--- src/rtl/fp_pkg.sv ---
// Shared constants, flag indices and operand-class type for the FP multiply pipe.
package fp_pkg;

    localparam int EXP_W = 8;
    localparam int MAN_W = 23;

    localparam logic [31:0] FP_QNAN    = 32'h7FC0_0000;
    localparam logic [30:0] FP_INF_MAG = 31'h7F80_0000;

    localparam int FLG_INVALID = 0;
    localparam int FLG_INF     = 1;
    localparam int FLG_ZERO    = 2;
    localparam int FLG_NAN     = 3;

    typedef struct packed {
        logic is_nan;
        logic is_inf;
        logic is_zero;
    } fp_class_t;

endpackage

--- src/rtl/fp_mul_pipe_if.sv ---
// Operand-issue / result-writeback bundle of the FP multiply pipe.
interface fp_mul_pipe_if #(
    parameter int DATA_W = 32,
    parameter int CNT_W  = 16
);
    logic              in_valid;
    logic              in_ready;
    logic [DATA_W-1:0] in_a;
    logic [DATA_W-1:0] in_b;
    logic              out_valid;
    logic              out_ready;
    logic [DATA_W-1:0] out_result;
    logic [3:0]        out_flags;
    logic              flag_clr;
    logic [3:0]        sticky_flags;
    logic [CNT_W-1:0]  op_count;

    modport master (
        output in_valid, in_a, in_b, out_ready, flag_clr,
        input  in_ready, out_valid, out_result, out_flags, sticky_flags, op_count
    );

    modport slave (
        input  in_valid, in_a, in_b, out_ready, flag_clr,
        output in_ready, out_valid, out_result, out_flags, sticky_flags, op_count
    );
endinterface

--- src/rtl/fp_classify.sv ---
// Classifies one single-precision operand as zero, infinity or NaN.
module fp_classify
    import fp_pkg::*;
(
    input  logic [31:0] op,
    output fp_class_t   cls
);
    logic [EXP_W-1:0] exp_f;
    logic [MAN_W-1:0] man_f;
    logic             unused_sign;

    assign exp_f       = op[30:23];
    assign man_f       = op[22:0];
    assign unused_sign = op[31];

    assign cls.is_nan  = (exp_f == '1) && (man_f != '0);
    assign cls.is_inf  = (exp_f == '1) && (man_f == '0);
    assign cls.is_zero = (exp_f == '0) && (man_f == '0);
endmodule

--- src/rtl/fp_multiplier.sv ---
// Combinational single-precision multiplier, round-to-nearest-even, flush-to-zero on underflow.
module fp_multiplier (
    input  logic [31:0] a,
    input  logic [31:0] b,
    output logic [31:0] result
);
    logic               sgn;
    logic [23:0]        man_a, man_b;
    logic [47:0]        prod;
    logic signed [9:0]  exp_s;
    logic [22:0]        mant;
    logic               guard, sticky;
    logic [23:0]        mant_r;

    always_comb begin
        sgn    = a[31] ^ b[31];
        man_a  = {|a[30:23], a[22:0]};
        man_b  = {|b[30:23], b[22:0]};
        prod   = {24'd0, man_a} * {24'd0, man_b};
        exp_s  = $signed({2'b00, a[30:23]}) + $signed({2'b00, b[30:23]}) - 10'sd127;
        // Product of two 1.x mantissas lies in [1,4): one normalising shift at most
        if (prod[47]) begin
            mant   = prod[46:24];
            guard  = prod[23];
            sticky = |prod[22:0];
            exp_s  = exp_s + 10'sd1;
        end else begin
            mant   = prod[45:23];
            guard  = prod[22];
            sticky = |prod[21:0];
        end
        mant_r = {1'b0, mant} + {23'd0, guard & (sticky | mant[0])};
        if (mant_r[23]) begin
            exp_s = exp_s + 10'sd1;
        end
        if (exp_s >= 10'sd255) begin
            result = {sgn, 8'hFF, 23'd0};
        end else if (exp_s <= 10'sd0) begin
            result = {sgn, 31'd0};
        end else begin
            result = {sgn, exp_s[7:0], mant_r[22:0]};
        end
    end
endmodule

--- src/rtl/fp_mul_pipe.sv ---
// Two-stage valid/ready pipeline around fp_multiplier with special-case overrides and flags.
// Optional sticky-flag register enabled by defining FP_MUL_STICKY_FLAGS_EN.
module fp_mul_pipe
    import fp_pkg::*;
#(
    parameter int DATA_W = 32,
    parameter int CNT_W  = 16
) (
    input  logic          clk,
    input  logic          rst,
    fp_mul_pipe_if.slave  bus
);
    logic              s1_valid_q, s1_valid_d;
    logic [DATA_W-1:0] s1_a_q, s1_a_d, s1_b_q, s1_b_d;
    fp_class_t         s1_cls_a_q, s1_cls_a_d, s1_cls_b_q, s1_cls_b_d;
    logic              s2_valid_q, s2_valid_d;
    logic [DATA_W-1:0] s2_result_q, s2_result_d;
    logic [3:0]        s2_flags_q, s2_flags_d;
    logic [CNT_W-1:0]  op_count_q, op_count_d;

    logic              s1_adv, s2_adv, out_xfer;
    logic [DATA_W-1:0] op_in [2];
    fp_class_t         cls_in [2];
    logic [31:0]       raw_product;
    logic [DATA_W-1:0] ovr_result;
    logic [3:0]        ovr_flags;
    logic              sgn;

    assign op_in[0] = bus.in_a;
    assign op_in[1] = bus.in_b;

    genvar gi;
    generate
        for (gi = 0; gi < 2; gi++) begin : g_cls
            fp_classify u_cls (.op(op_in[gi]), .cls(cls_in[gi]));
        end
    endgenerate

    fp_multiplier u_mul (.a(s1_a_q), .b(s1_b_q), .result(raw_product));

    assign s2_adv       = !s2_valid_q || bus.out_ready;
    assign s1_adv       = !s1_valid_q || s2_adv;
    assign out_xfer     = s2_valid_q && bus.out_ready;
    assign bus.in_ready = s1_adv;

    always_comb begin
        sgn        = s1_a_q[31] ^ s1_b_q[31];
        ovr_result = raw_product;
        ovr_flags  = 4'd0;
        if (s1_cls_a_q.is_nan || s1_cls_b_q.is_nan) begin
            ovr_result             = FP_QNAN;
            ovr_flags[FLG_INVALID] = 1'b1;
            ovr_flags[FLG_NAN]     = 1'b1;
        end else if ((s1_cls_a_q.is_zero && s1_cls_b_q.is_inf) ||
                     (s1_cls_a_q.is_inf && s1_cls_b_q.is_zero)) begin
            ovr_result             = FP_QNAN;
            ovr_flags[FLG_INVALID] = 1'b1;
        end else if (s1_cls_a_q.is_inf || s1_cls_b_q.is_inf) begin
            ovr_result         = {sgn, FP_INF_MAG};
            ovr_flags[FLG_INF] = 1'b1;
        end else if (s1_cls_a_q.is_zero || s1_cls_b_q.is_zero) begin
            ovr_result          = {sgn, 31'd0};
            ovr_flags[FLG_ZERO] = 1'b1;
        end else begin
            ovr_flags[FLG_ZERO] = (raw_product[30:0] == 31'd0);
            ovr_flags[FLG_INF]  = (raw_product[30:0] == FP_INF_MAG);
        end
    end

    always_comb begin
        s1_valid_d  = s1_valid_q;
        s1_a_d      = s1_a_q;
        s1_b_d      = s1_b_q;
        s1_cls_a_d  = s1_cls_a_q;
        s1_cls_b_d  = s1_cls_b_q;
        s2_valid_d  = s2_valid_q;
        s2_result_d = s2_result_q;
        s2_flags_d  = s2_flags_q;
        op_count_d  = out_xfer ? op_count_q + {{(CNT_W-1){1'b0}}, 1'b1} : op_count_q;
        if (s1_adv) begin
            s1_valid_d = bus.in_valid;
            if (bus.in_valid) begin
                s1_a_d     = bus.in_a;
                s1_b_d     = bus.in_b;
                s1_cls_a_d = cls_in[0];
                s1_cls_b_d = cls_in[1];
            end
        end
        // Result registers hold while stalled so the output stays stable
        if (s2_adv) begin
            s2_valid_d = s1_valid_q;
            if (s1_valid_q) begin
                s2_result_d = ovr_result;
                s2_flags_d  = ovr_flags;
            end
        end
    end

    always_ff @(posedge clk or posedge rst) begin
        if (rst) begin
            s1_valid_q  <= 1'b0;
            s1_a_q      <= '0;
            s1_b_q      <= '0;
            s1_cls_a_q  <= '0;
            s1_cls_b_q  <= '0;
            s2_valid_q  <= 1'b0;
            s2_result_q <= '0;
            s2_flags_q  <= '0;
            op_count_q  <= '0;
        end else begin
            s1_valid_q  <= s1_valid_d;
            s1_a_q      <= s1_a_d;
            s1_b_q      <= s1_b_d;
            s1_cls_a_q  <= s1_cls_a_d;
            s1_cls_b_q  <= s1_cls_b_d;
            s2_valid_q  <= s2_valid_d;
            s2_result_q <= s2_result_d;
            s2_flags_q  <= s2_flags_d;
            op_count_q  <= op_count_d;
        end
    end

    assign bus.out_valid  = s2_valid_q;
    assign bus.out_result = s2_result_q;
    assign bus.out_flags  = s2_flags_q;
    assign bus.op_count   = op_count_q;

`ifdef FP_MUL_STICKY_FLAGS_EN
    logic [3:0] sticky_q, sticky_d;

    // A result handed off in the same cycle as a clear still lands in the register
    always_comb begin
        sticky_d = bus.flag_clr ? 4'd0 : sticky_q;
        if (out_xfer) begin
            sticky_d = sticky_d | s2_flags_q;
        end
    end

    always_ff @(posedge clk or posedge rst) begin
        if (rst) begin
            sticky_q <= 4'd0;
        end else begin
            sticky_q <= sticky_d;
        end
    end

    assign bus.sticky_flags = sticky_q;
`else
    logic unused_flag_clr;
    assign unused_flag_clr  = bus.flag_clr;
    assign bus.sticky_flags = 4'd0;
`endif
endmodule

--- src/flat_wrapper.sv ---
// flat-port wrapper written by rule: the top's interface ports become plain ports
module fp_mul_pipe_flat import fp_pkg::*;
#(
    parameter int DATA_W = 32,
    parameter int CNT_W  = 16
)
  (clk, rst, bus_in_valid, bus_in_a, bus_in_b, bus_out_ready, bus_flag_clr, bus_in_ready, bus_out_valid, bus_out_result, bus_out_flags, bus_sticky_flags, bus_op_count);
  fp_mul_pipe_if #(.DATA_W(DATA_W), .CNT_W(CNT_W)) bus_i ();
  input  logic clk;
  input  logic rst;
  input wire logic [$bits(bus_i.in_valid)-1:0] bus_in_valid;
  input wire logic [$bits(bus_i.in_a)-1:0] bus_in_a;
  input wire logic [$bits(bus_i.in_b)-1:0] bus_in_b;
  input wire logic [$bits(bus_i.out_ready)-1:0] bus_out_ready;
  input wire logic [$bits(bus_i.flag_clr)-1:0] bus_flag_clr;
  output wire logic [$bits(bus_i.in_ready)-1:0] bus_in_ready;
  output wire logic [$bits(bus_i.out_valid)-1:0] bus_out_valid;
  output wire logic [$bits(bus_i.out_result)-1:0] bus_out_result;
  output wire logic [$bits(bus_i.out_flags)-1:0] bus_out_flags;
  output wire logic [$bits(bus_i.sticky_flags)-1:0] bus_sticky_flags;
  output wire logic [$bits(bus_i.op_count)-1:0] bus_op_count;
  assign bus_i.in_valid = bus_in_valid;
  assign bus_i.in_a = bus_in_a;
  assign bus_i.in_b = bus_in_b;
  assign bus_i.out_ready = bus_out_ready;
  assign bus_i.flag_clr = bus_flag_clr;
  assign bus_in_ready = bus_i.in_ready;
  assign bus_out_valid = bus_i.out_valid;
  assign bus_out_result = bus_i.out_result;
  assign bus_out_flags = bus_i.out_flags;
  assign bus_sticky_flags = bus_i.sticky_flags;
  assign bus_op_count = bus_i.op_count;
  fp_mul_pipe #(.DATA_W(DATA_W), .CNT_W(CNT_W)) u_core (.clk(clk), .rst(rst), .bus(bus_i));
endmodule
--- config.mk ---
export PLATFORM = sky130hd
export DESIGN_NAME = fp_mul_pipe_flat
export DESIGN_NICKNAME = d
export VERILOG_FILES = /design/src/rtl/fp_pkg.sv /design/src/rtl/fp_mul_pipe_if.sv /design/src/rtl/fp_classify.sv /design/src/rtl/fp_multiplier.sv /design/src/rtl/fp_mul_pipe.sv /design/src/flat_wrapper.sv
export SDC_FILE = /design/constraint.sdc
export NUM_CORES = 2
export LEC_CHECK = 0
export ABC_AREA = 1
export CAP_MARGIN = 20
export CORE_MARGIN = 2
export CORE_UTILIZATION = 72
export CTS_CLUSTER_SIZE = 10
export DETAILED_ROUTE_END_ITERATION = 16
export DONT_BUFFER_PORTS = 1
export GPL_TIMING_DRIVEN = 1
export PLACE_DENSITY = 0.88
export SLEW_MARGIN = 10
export SYNTH_ARGS = -nofsm -noshare
export SYNTH_HDL_FRONTEND = slang
export SYNTH_SLANG_ARGS = --single-unit
--- constraint.sdc ---
create_clock -name clk -period 18.9 [get_ports clk]
set_input_delay 5.67 -clock clk [delete_from_list [all_inputs] [get_ports clk]]
set_output_delay 5.67 -clock clk [all_outputs]
set_load 0.1 [all_outputs]
==> report_table.html <==
<table>
<tr><th>Metric</th><th>Value</th></tr>
<tr><th colspan="2">Synth</th></tr>
<tr><td>Post-synthesis sequential area ratio</td><td>10.90%</td></tr>
<tr><td>Cell variety after synth</td><td>50</td></tr>
<tr><td>Synth Cell Area</td><td>0.02846 mm²</td></tr>
<tr><td>Area fraction of the dominant cell type after synthesis</td><td>33.98%</td></tr>
<tr><td>Synthesized flop and latch total</td><td>124</td></tr>
<tr><td>Number of cells produced by synthesis</td><td>3989</td></tr>
<tr><td>Area contributors post-synth</td><td>fa_1 (34%), nand2_1 (18%), inv_1 (13%)</td></tr>
<tr><td>Synth area leader</td><td>fa_1</td></tr>
<tr><td>Yosys warning count</td><td>0</td></tr>
<tr><td>Mean Syn Cell Area</td><td>7.134 µm²</td></tr>
<tr><th colspan="2">Floorplanning</th></tr>
<tr><td>Die Width</td><td>202.8 µm</td></tr>
<tr><td>Std cell rows</td><td>72</td></tr>
<tr><td>Area of the die</td><td>0.04113 mm²</td></tr>
<tr><td>Effective utilization at floorplan</td><td>73.29%</td></tr>
<tr><td>Area of the placeable core</td><td>0.03883 mm²</td></tr>
<tr><td>Die height</td><td>202.8 µm</td></tr>
<tr><td>Boundary pin count</td><td>127</td></tr>
<tr><th colspan="2">Setup path</th></tr>
<tr><td>Crit. End Element</td><td>output port</td></tr>
<tr><td>Launch point of the worst reg-to-reg path</td><td>u_core.s1_b_q[26]</td></tr>
<tr><td>Type of the setup path with the least slack</td><td>primary input to output port</td></tr>
<tr><td>Top delay family on crit path</td><td>simple AND/OR/NAND/NOR gates</td></tr>
<tr><td>Minimum setup slack among reg-to-reg paths</td><td>8820 ps</td></tr>
<tr><td>CP Capture Point</td><td>bus_in_ready</td></tr>
<tr><td>Crit Path Max Fanout</td><td>3</td></tr>
<tr><td>Data arrival time at the worst-slack endpoint</td><td>6520 ps</td></tr>
<tr><td>Largest incremental delay on the critical path</td><td>800 ps</td></tr>
<tr><td>Required time at the endpoint of the critical path</td><td>13230 ps</td></tr>
<tr><td>Critical path cell sequence</td><td>inv_1 &gt; nand3_1</td></tr>
<tr><td>Worst setup path startpoint</td><td>bus_out_ready</td></tr>
<tr><td>Worst Setup Start Kind</td><td>primary input</td></tr>
<tr><td>Critical path buffer and inverter count</td><td>1</td></tr>
<tr><td>Number of cell instances on the worst register-to-register path</td><td>44</td></tr>
<tr><td>Slowest library cell on the worst path</td><td>nand3_1</td></tr>
<tr><td>Worst R2R End</td><td>u_core.bus.out_result[15]</td></tr>
<tr><td>CP Depth</td><td>2</td></tr>
<tr><th colspan="2">STA</th></tr>
<tr><td>Fmax</td><td>82.04 MHz</td></tr>
<tr><td>Setup tns final</td><td>0 ps</td></tr>
<tr><td>Number of hold-slack violations in the final timing report</td><td>0</td></tr>
<tr><td>Rel. slew slack</td><td>17.57%</td></tr>
<tr><td>Max-slew violations</td><td>0</td></tr>
<tr><td>Post-layout min period</td><td>12190 ps</td></tr>
<tr><td>Final setup violation count</td><td>0</td></tr>
<tr><td>Tcrit/Tclk final</td><td>64.49%</td></tr>
<tr><td>Least-Margin Pin Slew</td><td>1236 ps</td></tr>
<tr><td>Layout Skew</td><td>13.29 ps</td></tr>
<tr><td>Setup repair after global routing missed its margin</td><td>false</td></tr>
<tr><th colspan="2">Placed design</th></tr>
<tr><td>Placed instance count</td><td>4375</td></tr>
<tr><td>Post-DP HPWL</td><td>58.74 mm</td></tr>
<tr><td>Routability congestion estimate from global placement</td><td>1.006</td></tr>
<tr><td>IO buf count</td><td>0</td></tr>
<tr><th colspan="2">Clock tree</th></tr>
<tr><td>Post-cts repair resize count</td><td>0</td></tr>
<tr><td>TritonCTS clock tree</td><td>yes</td></tr>
<tr><td>Cts-stage hold buffer count</td><td>0</td></tr>
<tr><td>Clock root cell</td><td>clkbuf_16</td></tr>
<tr><td>Count of clock tree sinks</td><td>124</td></tr>
<tr><td>H-tree lvl count</td><td>4</td></tr>
<tr><td>Number of CTS-inserted buffers</td><td>17</td></tr>
<tr><td>Clock latency on the worst-skew pair</td><td>440 ps</td></tr>
<tr><td>Clock buffer depth</td><td>2</td></tr>
<tr><td>Clock transition at the registers of the reported paths</td><td>50 ps</td></tr>
<tr><td>Post-CTS Repair Setup Buffers</td><td>0</td></tr>
<tr><th colspan="2">GRT</th></tr>
<tr><td>Number of global-route vias before repair</td><td>25.87k</td></tr>
<tr><td>Total Routing Usage GR</td><td>38.76%</td></tr>
<tr><td>Total grt overflow</td><td>0</td></tr>
<tr><td>Maximum number of pins on one net before global-route repair</td><td>85</td></tr>
<tr><td>Antenna violations before repair</td><td>0</td></tr>
<tr><td>Wire length of the first global-routing pass</td><td>126.1 mm</td></tr>
<tr><th colspan="2">Final layout</th></tr>
<tr><td>Leading cell type in the layout, fill and taps excluded</td><td>nand2_1</td></tr>
<tr><td>P&amp;R area growth vs syn</td><td>3.219%</td></tr>
<tr><td>Net count of the finished layout</td><td>4627</td></tr>
<tr><td>Layout cells sized above 1</td><td>4.185%</td></tr>
<tr><td>Top library cells by usage in the layout, fill and taps aside</td><td>nand2_1 (1369), inv_1 (996), fa_1 (483)</td></tr>
<tr><td>Antenna diode count</td><td>0</td></tr>
<tr><td>Fillcell total</td><td>2770</td></tr>
<tr><td>Filler-free cell count of the finished design</td><td>4413</td></tr>
<tr><th colspan="2">Routing</th></tr>
<tr><td>DRT Pass-1 Iters</td><td>7</td></tr>
<tr><td>Detailed-route DRC error count</td><td>0</td></tr>
<tr><td>Antenna Nets Post-Route</td><td>0</td></tr>
<tr><td>Overall via count from detail_route</td><td>24.82k</td></tr>
<tr><td>Number of violations reported at the end of detailed-routing iteration 0</td><td>2645</td></tr>
<tr><td>Avg WL per Cell</td><td>17.30 µm</td></tr>
<tr><td>Vias per std cell</td><td>5.625</td></tr>
<tr><td>Routed WL</td><td>76.33 mm</td></tr>
<tr><th colspan="2">Hold path</th></tr>
<tr><td>Worst min-delay path class</td><td>register to register</td></tr>
<tr><th colspan="2">Outcome</th></tr>
<tr><td>Run status</td><td>finished clean</td></tr>
<tr><th colspan="2">Run</th></tr>
<tr><td>Count of maximum capacitance violations</td><td>0</td></tr>
</table>
per-layer routing:
layer	vias up	part of all wire (%)	global-route usage (%)
li1	11230	-	-
met1	11820	37	49.50
met2	1440	48	65.03
met3	338	11	7.705
met4	0	4.5	16.06
met5	-	0	0
cell type report:
type,count,area [µm²],share of cell area [%]
timing repair buffer,37,370.4,1.261
clock inverter,9,135.1,0.4600
inverter,1013,3806,12.96
sequential,124,3103,10.56
clock buffer,23,478.0,1.627
tap,518,648.1,2.207
multi-input combinational,2689,20830,70.92
metrics by stage:
stage               hold slack, ps  utilization (%)  cell area [µm²]  worst slack (ps)
finish                       487.7            75.65            29370              6711
global route                 504.2            75.65            29370              6686
CTS                          485.2            75.30            29240              6710
detailed placement           470.4            73.72            28620              6711
global placement             464.1            73.72            28620              6718
floorplan                    449.6                -            28470              6752
worst min path at each step:
stage                         start                   end  slack, ps  cells after the start
2_1_floorplan  u_core.s1_cls_a_q[2]  u_core.s1_cls_a_q[2]        450                      2
3_3_place_gp   u_core.s1_cls_b_q[2]  u_core.s1_cls_b_q[2]        460                      2
3_5_place_dp   u_core.s1_cls_b_q[2]  u_core.s1_cls_b_q[2]        470                      2
4_1_cts        u_core.s1_cls_b_q[2]  u_core.s1_cls_b_q[2]        490                      2
5_1_grt        u_core.s1_cls_a_q[2]  u_core.s1_cls_a_q[2]        500                      2
6_report       u_core.s1_cls_b_q[2]  u_core.s1_cls_b_q[2]        490                      2
cell families (layout without fill, tap and decap cells):
family / Yosys count / in the layout / synth area share [%]
other: 1 / 4 / 0.01318
AND/OR/NAND/NOR: 1821 / 1821 / 26.32
XOR/XNOR: 58 / 58 / 1.785
multiplexers: 1 / 1 / 0.03957
buffers and inverters: 1179 / 1082 / 15.96
flip-flops: 124 / 124 / 10.90
adder cells (fa/ha/maj): 676 / 676 / 42.46
AO/OA/AOI/OAI: 129 / 129 / 2.515
state kept, by name (all words and copies together) (netlist names):
register	cells
u_core.bus.out_result	32
u_core.s1_a_q	32
u_core.s1_b_q	32
u_core.bus.op_count	16
u_core.bus.out_flags	4
u_core.s1_cls_a_q	3
u_core.s1_cls_b_q	3
u_core.bus.out_valid	1
u_core.s1_valid_q	1
cells in the mapped netlist (all sizes together):
cell and instances:
nand2 1398, inv 1008, a21o 3, a2111oi 1, nand4 42, nand3b 6
and3 1, nor4 12, o21a 4, nor2 210, or2 4, fa 483
clkbuf 142, a22o 1, nor3 14, clkinv 5, xor2 39, buf 24
o22ai 4, conb 1, o21bai 4, o32ai 1, dfrtp 124, xnor2 19
o21ai 66, mux2 1, and2 1, ha 193, or4 2, a21oi 45
nand3 131
Power is left out: the tool's default activity adds up to more than one toggle a clock period on the data nets, which glitch-free logic cannot reach.
